**config.mk**
```make
export PLATFORM = sky130hd
export DESIGN_NAME = inst_fetch
export DESIGN_NICKNAME = d
export VERILOG_FILES = /design/src/rtl/inst_fetch.sv
export SDC_FILE = /design/constraint.sdc
export NUM_CORES = 1
export LEC_CHECK = 0
export BUFFER_PORTS_ARGS = -buffer_cell sky130_fd_sc_hd__buf_2
export CORE_ASPECT_RATIO = 0.6
export CORE_MARGIN = 1.5
export CORE_UTILIZATION = 57
export CTS_CLUSTER_DIAMETER = 50
export DETAILED_ROUTE_END_ITERATION = 10
export PLACE_DENSITY = 0.79
export SLEW_MARGIN = 20
export SYNTH_ARGS = -nofsm -noshare
export SYNTH_HDL_FRONTEND = slang
export SYNTH_SLANG_ARGS = --single-unit
```
**constraint.sdc**
```tcl
create_clock -name iClk -period 5.19 [get_ports iClk]
set_clock_uncertainty 0.05 [all_clocks]
set_input_delay 0.519 -clock iClk [delete_from_list [all_inputs] [get_ports iClk]]
set_output_delay 0.519 -clock iClk [all_outputs]
set_load 0.01 [all_outputs]
```
**src/rtl/inst_fetch.sv**
```systemverilog
// Instruction fetch front-end: holds the PC, issues credit-limited word reads, buffers
// in-order responses for the decoder and drops stale responses after a redirect.

module inst_fetch_chk #(
  parameter int CW = 2
) (
  input logic          iClk,
  input logic          iRst,
  input logic          iMemRvalid,
  input logic [CW-1:0] outstanding
);
  a_no_orphan_resp: assert property (@(posedge iClk) disable iff (!iRst)
    iMemRvalid |-> (outstanding != CW'(0)));
endmodule

module inst_fetch #(
  parameter int                   cXLEN    = 32,
  parameter int                   cPCBitW  = 32,
  parameter logic [cXLEN-1:0]     cResetPc = {cXLEN{1'b0}},
  parameter int                   cDepth   = 2
) (
  input  logic               iClk,
  input  logic               iRst,
  output logic               oMemReq,
  output logic [cXLEN-1:0]   oMemAddr,
  input  logic               iMemGnt,
  input  logic               iMemRvalid,
  input  logic [cPCBitW-1:0] iMemRdata,
  output logic               oValid,
  input  logic               iReady,
  output logic [cPCBitW-1:0] oInst,
  output logic [cXLEN-1:0]   oCurPc,
  input  logic               iRedirect,
  input  logic [cXLEN-1:0]   iRedirectPc
);

  localparam int CW = $clog2(cDepth + 1);
  localparam int PW = (cDepth > 1) ? $clog2(cDepth) : 1;
  localparam logic [CW-1:0]    DEPTH_C = CW'(cDepth);
  localparam logic [cXLEN-1:0] PC_STEP = cXLEN'(4);
  localparam logic [1:0] sBoot  = 2'd0;
  localparam logic [1:0] sRun   = 2'd1;
  localparam logic [1:0] sFlush = 2'd2;

  logic [1:0]         state_r, state_s;
  logic [cXLEN-1:0]   pc_r, pc_s, resp_pc_r, resp_pc_s, rpc_s;
  logic [CW-1:0]      outst_r, outst_s, count_r, count_s, drop_r, drop_s;
  logic [PW-1:0]      head_r, head_s, tail_r, tail_s;
  logic               issue_s, resp_s, pop_s, push_s, redirect_s, fwd_s;
  logic [cPCBitW-1:0] mem_inst_r [cDepth];
  logic [cXLEN-1:0]   mem_pc_r   [cDepth];
  logic [cPCBitW-1:0] head_inst_s;
  logic [cXLEN-1:0]   head_pc_s;

  function automatic logic [PW-1:0] ptr_inc(input logic [PW-1:0] p);
    ptr_inc = (p == PW'(cDepth - 1)) ? {PW{1'b0}} : p + 1'b1;
  endfunction

  assign rpc_s      = iRedirectPc & ~{{(cXLEN-2){1'b0}}, 2'b11};
  assign issue_s    = oMemReq & iMemGnt;
  assign resp_s     = iMemRvalid & (outst_r != CW'(0));
  assign pop_s      = oValid & iReady;
  assign redirect_s = iRedirect & (state_r != sBoot);
  assign push_s     = resp_s & (state_r == sRun) & ~redirect_s;
  assign outst_s    = outst_r + CW'(issue_s) - CW'(resp_s);
  // The entry pushed this cycle becomes the head when nothing older survives the pop.
  assign fwd_s       = push_s & (tail_r == head_s);
  assign head_inst_s = fwd_s ? iMemRdata : mem_inst_r[head_s];
  assign head_pc_s   = fwd_s ? resp_pc_r : mem_pc_r[head_s];

  // Next-state computation for the fetch FSM, PC, counters and buffer pointers.
  always_comb begin
    state_s   = state_r;
    pc_s      = pc_r;
    resp_pc_s = resp_pc_r;
    drop_s    = drop_r;
    head_s    = head_r;
    tail_s    = tail_r;
    count_s   = count_r;
    if (redirect_s) begin
      state_s   = (outst_s != CW'(0)) ? sFlush : sRun;
      pc_s      = rpc_s;
      resp_pc_s = rpc_s;
      drop_s    = outst_s;
      count_s   = CW'(0);
      head_s    = {PW{1'b0}};
      tail_s    = {PW{1'b0}};
    end else begin
      head_s  = pop_s ? ptr_inc(head_r) : head_r;
      tail_s  = push_s ? ptr_inc(tail_r) : tail_r;
      count_s = count_r - CW'(pop_s) + CW'(push_s);
      case (state_r)
        sBoot: begin
          state_s   = sRun;
          pc_s      = iRedirect ? rpc_s : pc_r;
          resp_pc_s = iRedirect ? rpc_s : resp_pc_r;
        end
        sRun: begin
          pc_s      = issue_s ? pc_r + PC_STEP : pc_r;
          resp_pc_s = push_s ? resp_pc_r + PC_STEP : resp_pc_r;
        end
        sFlush: begin
          drop_s  = resp_s ? drop_r - CW'(1) : drop_r;
          state_s = (drop_s == CW'(0)) ? sRun : sFlush;
        end
        default: begin
          state_s = sBoot;
        end
      endcase
    end
  end

  // State, counters and registered outputs.
  always_ff @(posedge iClk or negedge iRst) begin
    if (!iRst) begin
      state_r   <= sBoot;
      pc_r      <= cResetPc;
      resp_pc_r <= cResetPc;
      outst_r   <= CW'(0);
      count_r   <= CW'(0);
      drop_r    <= CW'(0);
      head_r    <= {PW{1'b0}};
      tail_r    <= {PW{1'b0}};
      oMemReq   <= 1'b0;
      oMemAddr  <= {cXLEN{1'b0}};
      oValid    <= 1'b0;
      oInst     <= {cPCBitW{1'b0}};
      oCurPc    <= {cXLEN{1'b0}};
    end else begin
      state_r   <= state_s;
      pc_r      <= pc_s;
      resp_pc_r <= resp_pc_s;
      outst_r   <= outst_s;
      count_r   <= count_s;
      drop_r    <= drop_s;
      head_r    <= head_s;
      tail_r    <= tail_s;
      oMemReq   <= (state_s == sRun) &&
                   (({1'b0, outst_s} + {1'b0, count_s}) < {1'b0, DEPTH_C});
      oMemAddr  <= pc_s;
      oValid    <= (count_s != CW'(0)) && (state_s != sBoot);
      if (count_s != CW'(0)) begin
        oInst  <= head_inst_s;
        oCurPc <= head_pc_s;
      end else begin
        oInst  <= oInst;
        oCurPc <= oCurPc;
      end
    end
  end

  // Fetch buffer storage; contents are only meaningful under count_r.
  always_ff @(posedge iClk) begin
    if (push_s) begin
      mem_inst_r[tail_r] <= iMemRdata;
      mem_pc_r[tail_r]   <= resp_pc_r;
    end else begin
      mem_inst_r[tail_r] <= mem_inst_r[tail_r];
      mem_pc_r[tail_r]   <= mem_pc_r[tail_r];
    end
  end

  inst_fetch_chk #(.CW(CW)) u_chk (
    .iClk        (iClk),
    .iRst        (iRst),
    .iMemRvalid  (iMemRvalid),
    .outstanding (outst_r)
  );

endmodule

```
# Word-level counts from Yosys, hierarchy flattened
# Memories as Yosys holds them, arrays and structs flattened. A register that Yosys moved wholly into a read port is not among the register bits.
# Cells that the tools add are included.
[totals] out_inout_bits=98 memories=2 ff_bits=76 mem_bits_rw=128 in_bits=70
[op_classes] bitwise_logic=9 eq_ne=7 n_reduce_logical=17 mux=26 magnitude_cmp=1 add_sub_neg=10
[mem_list] memory="mem_inst_r" depth=2 width=32 rd=1 rd_clocked_by_memory_dff=1 write_ports=1 line_no="50" text="logic [cPCBitW-1:0] mem_inst_r [cDepth];"
[mem_list] memory="mem_pc_r" depth=2 width=32 rd=1 rd_clocked_by_memory_dff=1 write_ports=1 line_no="51" text="logic [cXLEN-1:0] mem_pc_r [cDepth];"
[ops] cell="32-bit 2-to-1 mux" n=7
[ops] cell="32-bit one-hot mux with 2 select lines" n=2
[ops] cell="32-bit by 3-bit adder with 32-bit output (second input constant)" n=2
[ops] cell="2-bit 2-to-1 mux" n=7
[ops] cell="2-bit nonzero test" n=7
[ops] cell="1-bit 2-to-1 mux" n=9
[ops] cell="3-bit != test (second input constant)" n=3
[ops] cell="1-bit bitwise AND" n=6
[ops] cell="2-bit one-hot mux with 3 select lines" n=1
[ops] cell="3-bit AND reduction" n=2
[ops] cell="2-bit by 1-bit adder with 2-bit output" n=2
[ops] cell="2-bit by 1-bit == test with 1-bit output (second input constant)" n=2
[ops] cell="2-bit zero test" n=2
[ops] cell="2-bit by 1-bit subtractor with 2-bit output" n=2
[ops] cell="2-bit by 2-bit adder with 3-bit output" n=1
[ops] cell="3-bit by 2-bit less-than comparator with 1-bit output (second input constant)" n=1
[ops] cell="3-bit nonzero test" n=1
[ops] cell="1-bit adder (second input constant)" n=2
[ops] cell="2-bit == test (second input constant)" n=1
[ops] cell="1-bit logical AND" n=2
[ops] cell="1-bit zero test" n=2
[ops] cell="1-bit bitwise OR" n=2
[ops] cell="2-bit AND reduction" n=1
[ops] cell="2-bit by 1-bit subtractor with 2-bit output (second input constant)" n=1
[ops] cell="2 further kinds" n=2

# Longest topological paths before layout
[logic_depth] depth_word=9 ltp_mapped=14

# Least setup slack after synthesis
# Ideal clock, no wire load.
[synth_path] kind="input port to flip-flop" from="in iRedirect" to="mem mem_inst_r[0][0], enable pin" required_time_ps=4658 t_arrival_ps=3898 path_buffers=1 cell_stages=5 slack_ps=760 cell_sequence="buf_2 > or3b_4 > nor2_4 > inv_1 > nor2_1"
[synth_via] elab_chain_cells=6
[synth_rtl] item="from (decl)" line_no="33" text="input logic iRedirect,"
[synth_rtl] item="1-bit bitwise AND (*)" line_no="63" text="assign redirect_s = iRedirect & (state_r != sBoot);"
[synth_rtl] item="1-bit inverter (*)" line_no="64" text="assign push_s = resp_s & (state_r == sRun) & ~redirect_s;"
[synth_rtl] item="1-bit bitwise AND (*)" line_no="64"
[synth_rtl] item="1-bit 2-to-1 mux, on equally long branches" line_no="154, 158"
[synth_rtl] item="1-bit 2-to-1 mux (not written as such) or 2-bit AND reduction (tied branches)"
[synth_rtl] item="1-bit bitwise OR (no line) (*)"
[synth_rtl] item="to (decl)" line_no="50"
# Mark *: on every way between the ends. The rest lies on a longest branch, timed or not.

# Worst setup path after layout
[layout_path] from="reg state_r[0]" to="reg oCurPc[24] (read register of mem_pc_r)"
[layout_via] elab_chain_cells=7
[layout_rtl] item="from (decl)" line_no="45" text="logic [1:0] state_r, state_s;"
[layout_rtl] item="from (signal assigned)" line_no="116" text="state_r <= sBoot;"
[layout_rtl] item="from (signal assigned)" line_no="130" text="state_r <= state_s;"
[layout_rtl] item="2-bit nonzero test" line_no="63"
[layout_rtl] item="1-bit bitwise AND" line_no="63"
[layout_rtl] item="1-bit inverter" line_no="64"
[layout_rtl] item="1-bit bitwise AND" line_no="64"
[layout_rtl] item="2-bit by 1-bit adder with 2-bit output" line_no="91" text="count_s = count_r - CW'(pop_s) + CW'(push_s);"
[layout_rtl] item="2-bit 2-to-1 mux" line_no="80" text="if (redirect_s) begin"
[layout_rtl] item="2-bit nonzero test" line_no="142" text="if (count_s != CW'(0)) begin"
[layout_rtl] item="to (decl)" line_no="32" text="output logic [cXLEN-1:0] oCurPc,"
# Several ways; a longest one is shown, not always the timed one.
# A chain may end at the register's enable or synchronous reset.

==> metrics.md <==
| Metric | Value |
|---|---|
| Hold bufs inserted after CTS | `0` |
| Antenna viol nets, final | `0` |
| Maximum number of buffers from clock root to sink | `3` |
| Drt via density | `6.12` |
| First element of the critical path | `state_r[0]$_DFF_PN0_` |
| R2r startpoint | `state_r[0]$_DFF_PN0_` |
| Switching power share of the total | `38.0%` |
| Most frequent cells in the layout | `sky130_fd_sc_hd__buf_2, sky130_fd_sc_hd__dfrtp_1, sky130_fd_sc_hd__edfxtp_1` |
| Initial DRT Pass Iterations | `5` |
| IO Count | `168` |
| # resized after CTS | `0` |
| Combinational share of power | `37.5%` |
| Cells taking the most area after synthesis | `sky130_fd_sc_hd__edfxtp_1, sky130_fd_sc_hd__dfrtp_1, sky130_fd_sc_hd__o31ai_2` |
| Post-CTS setup repair buffer count | `0` |
| Register bit count reported by yosys | `258` |
| Count of cell types in the netlist | `74` |
| Yosys warns | `0` |
| Number of buffer cells added on primary ports | `161` |
| Initial antenna violation count | `0` |
| Global placement routability congestion | `0.908` |
| Gr ovfl total | `0` |
| Post-route non-filler standard cell count | `1478` |
| Post-layout net count | `1258` |
| Crit path time final | `3.76 ns` |
| Sequential cell fraction of total power | `40.2%` |
| Via count | `9041` |
| Horiz. Die Dim | `191 um` |
| Final Hold Vio Count | `0` |
| Share of layout cells above drive strength 1 | `25.5%` |
| Internal power component | `4840 uW` |
| Number of cell rows | `41` |
| Reg2Reg Setup Slack | `1.43 ns` |
| Startpoint class of the critical path | `flop` |
| Starting density of the core | `57.8%` |
| Clock tree from TritonCTS | `yes` |
| Share of flip-flops with an asynchronous set or reset | `51.9%` |
| Final Max Tran Viols | `0` |
| Routed length per placed instance | `19.9 um` |
| Max IR drop VDD | `400 uV` |
| Count of max-cap constraint violations | `0` |
| Multi-input combinational cell area | `4610 um2` |
| Count of filler cells inserted in the layout | `1654` |
| 1st-iter DRT viols | `862` |
| Number of synthesized flops with an enable pin | `124` |
| Source-to-sink clock delay at the later pin of the worst-skew pair | `0.52 ns` |
| Flip-flop cell with the highest count after synthesis | `sky130_fd_sc_hd__dfrtp_1` |
| CTS H-tree depth | `1` |
| Critical path start-end classification | `reg2reg` |
| Core area | `20900 um2` |
| Net load switching power | `2970 uW` |
| Total routing resource utilization after global routing | `26.7%` |
| Pin count of the biggest net entering global routing | `91` |
| Power per unit of standard cell area | `565 nW/um2` |
| Mean area per synthesized cell | `11.5 um2` |
| Proportion of power drawn by the clock network | `22.3%` |
| Die H | `116 um` |
| Number of instances in the placed design | `1434` |
| Total clock buffers created by CTS | `24` |
| Worst Path Max Fanout | `42` |
| Dpl hpwl | `19.5 mm` |
| Final setup vio count | `0` |
| Synthesized netlist cell count | `1048` |
| Tightest Pin Transition | `1.13 ns` |
| Global-route wire length before repair | `46.3 mm` |
| Clock input transition at the sequential cells of the worst setup and hold paths | `0.07 ns` |
| Unrepaired setup endpoints after global routing | `no` |
| Most common cell after layout, fill and taps aside | `sky130_fd_sc_hd__buf_2` |
| Total number of clock tree sinks | `258` |
| Clock root buffer | `sky130_fd_sc_hd__clkbuf_16` |
| Post-synthesis sequential area ratio | `58.6%` |
| Overall die area | `22100 um2` |
| Portion of the clock cycle consumed by the worst path in the final layout | `72.4%` |
| Leakage power figure | `0.00545 uW` |
| Worst EP arrival | `4.13 ns` |
| Setup TNS | `0 ns` |
| Category of the worst setup path capture point | `flop` |
| Normalized max-slew margin | `23.5%` |
| Critical path data required time | `5.56 ns` |
| Antenna fix cells | `0` |
| Fraction of synthesized cell area taken by the top area cell type | `30.8%` |
| DRC violation count after routing | `0` |
| Fmax | `266 MHz` |
| Register area | `7080 um2` |
| Classification of the worst-slack hold path | `in2async` |
| Vias in the first global route | `8521` |
| Final Routed Wirelength | `29.4 mm` |
| Status | `completed` |
| Post-synth design cell area | `12100 um2` |
| Layout area overhead | `14.4%` |
| Largest area contributor in the netlist | `sky130_fd_sc_hd__edfxtp_1` |
==> worst max-delay path, cell delays in order (launching register included) <==
cell                      delay [ns]
sky130_fd_sc_hd__dfrtp_1        0.59
sky130_fd_sc_hd__or3b_4         0.58
sky130_fd_sc_hd__nor2_4         0.27
sky130_fd_sc_hd__inv_1          0.27
sky130_fd_sc_hd__ha_1           0.36
sky130_fd_sc_hd__inv_1          0.04
sky130_fd_sc_hd__ha_1           0.18
sky130_fd_sc_hd__xnor2_1        0.24
sky130_fd_sc_hd__a21o_4         0.51
sky130_fd_sc_hd__buf_12         0.30
sky130_fd_sc_hd__nand2_1        0.12
sky130_fd_sc_hd__o31ai_2        0.07
==> registers in the layout, indices dropped and copies added, names as in the netlist <==
name and cells:
count_r 2, drop_r 2, head_r 1, mem_inst_r 64, mem_pc_r 60, oCurPc 30
oInst 32, oMemReq 1, oValid 1, outst_r 2, pc_r 30, resp_pc_r 30
state_r 2, tail_r 1
==> final cells by class <==
type	count	share of cell area (%)
sequential	258	51.2
multi-input combinational	708	33.4
timing repair buffer	178	6.98
clock buffer	28	4.61
tap	279	2.53
clock inverter	16	0.978
inverter	11	0.299
==> cells in the mapped netlist (6+ instances only) <==
| library cell | number |
|---|---|
| sky130_fd_sc_hd__nand2_1 | 110 |
| sky130_fd_sc_hd__nand4_1 | 16 |
| sky130_fd_sc_hd__inv_1 | 10 |
| sky130_fd_sc_hd__and4_1 | 7 |
| sky130_fd_sc_hd__o211ai_1 | 8 |
| sky130_fd_sc_hd__ha_1 | 6 |
| sky130_fd_sc_hd__o22a_1 | 8 |
| sky130_fd_sc_hd__o21ai_0 | 21 |
| sky130_fd_sc_hd__and2_1 | 10 |
| sky130_fd_sc_hd__buf_6 | 9 |
| sky130_fd_sc_hd__buf_2 | 23 |
| sky130_fd_sc_hd__o22ai_1 | 7 |
| sky130_fd_sc_hd__a311oi_1 | 10 |
| sky130_fd_sc_hd__nor2_1 | 113 |
| sky130_fd_sc_hd__a21oi_1 | 44 |
| sky130_fd_sc_hd__edfxtp_1 | 124 |
| sky130_fd_sc_hd__nand3_1 | 20 |
| sky130_fd_sc_hd__and3_1 | 15 |
| sky130_fd_sc_hd__nor2b_1 | 63 |
| sky130_fd_sc_hd__nor4_1 | 6 |
| sky130_fd_sc_hd__nor3_1 | 15 |
| sky130_fd_sc_hd__dfrtp_1 | 134 |
| sky130_fd_sc_hd__a211oi_1 | 70 |
| sky130_fd_sc_hd__xnor2_1 | 7 |
| sky130_fd_sc_hd__clkbuf_1 | 38 |
| sky130_fd_sc_hd__o31ai_2 | 59 |
| sky130_fd_sc_hd__a31oi_1 | 9 |
==> per-layer routing <==
metal  wire [um]  GRT usage (%)  vias up  share of wire, %
met5           0              0        -                 0
li1            -              -     4165                 -
met3        3080           6.66       42                10
met2       12600           38.7      444                43
met1       13300           40.9     4390                45
met4         407           5.41        0               1.4
==> power by group through the flow <==
stage / sequential, uW / clock (uW) / combinational (uW)
2_1_floorplan: 3180 / 0 / 1990
3_3_place_gp: 3140 / 0 / 2830
3_5_place_dp: 3160 / 0 / 2930
4_1_cts: 3130 / 1770 / 2940
5_1_grt: 3200 / 1860 / 3210
6_report: 3140 / 1740 / 2930
==> logic make-up (layout without fill, tap and decap cells) <==
| kind of cell | after synthesis | count (layout) | synth area share [%] |
|---|---|---|---|
| AO/OA/AOI/OAI | 273 | 273 | 18.4 |
| XOR/XNOR | 10 | 10 | 0.839 |
| adder cells (fa/ha/maj) | 7 | 7 | 0.787 |
| buffers and inverters | 85 | 233 | 3.56 |
| flip-flops | 258 | 258 | 58.6 |
| multiplexers | 7 | 7 | 0.622 |
| other | 1 | 4 | 0.0311 |
| AND/OR/NAND/NOR | 407 | 407 | 17.1 |
==> path summary, 6_finish.rpt <==
path | endpoint | cells past startpoint
setup / recovery | oCurPc[24]$_DFFE_PN0P_ | 11
hold / removal | count_r[0]$_DFF_PN0_ | 1
max in group asynchronous | oCurPc[21]$_DFFE_PN0P_ | 2
setup reg to reg | oCurPc[24]$_DFFE_PN0P_ | 11
hold reg to reg | oCurPc[5]$_DFFE_PN0P_ | 2
min in group iClk | mem_inst_r[0][21]$_DFFE_PP_ | 1
==> stage by stage <==
stage                     power [uW]  setup slack, ns  util, %  hold WS [ns]  area [um2]
final                           7810             1.43     66.2       0.00590       13800
after global routing            8270             1.26     66.2         0.101       13800
after CTS                       7840             1.49     66.2        0.0799       13800
after detailed placement        6100             1.51     62.5         0.417       13000
after global placement          5970             1.58     62.5         0.413       13000
after floorplan                 5160            0.760        -         0.173       12100
Note: power is estimated with default switching activity, not from simulation.
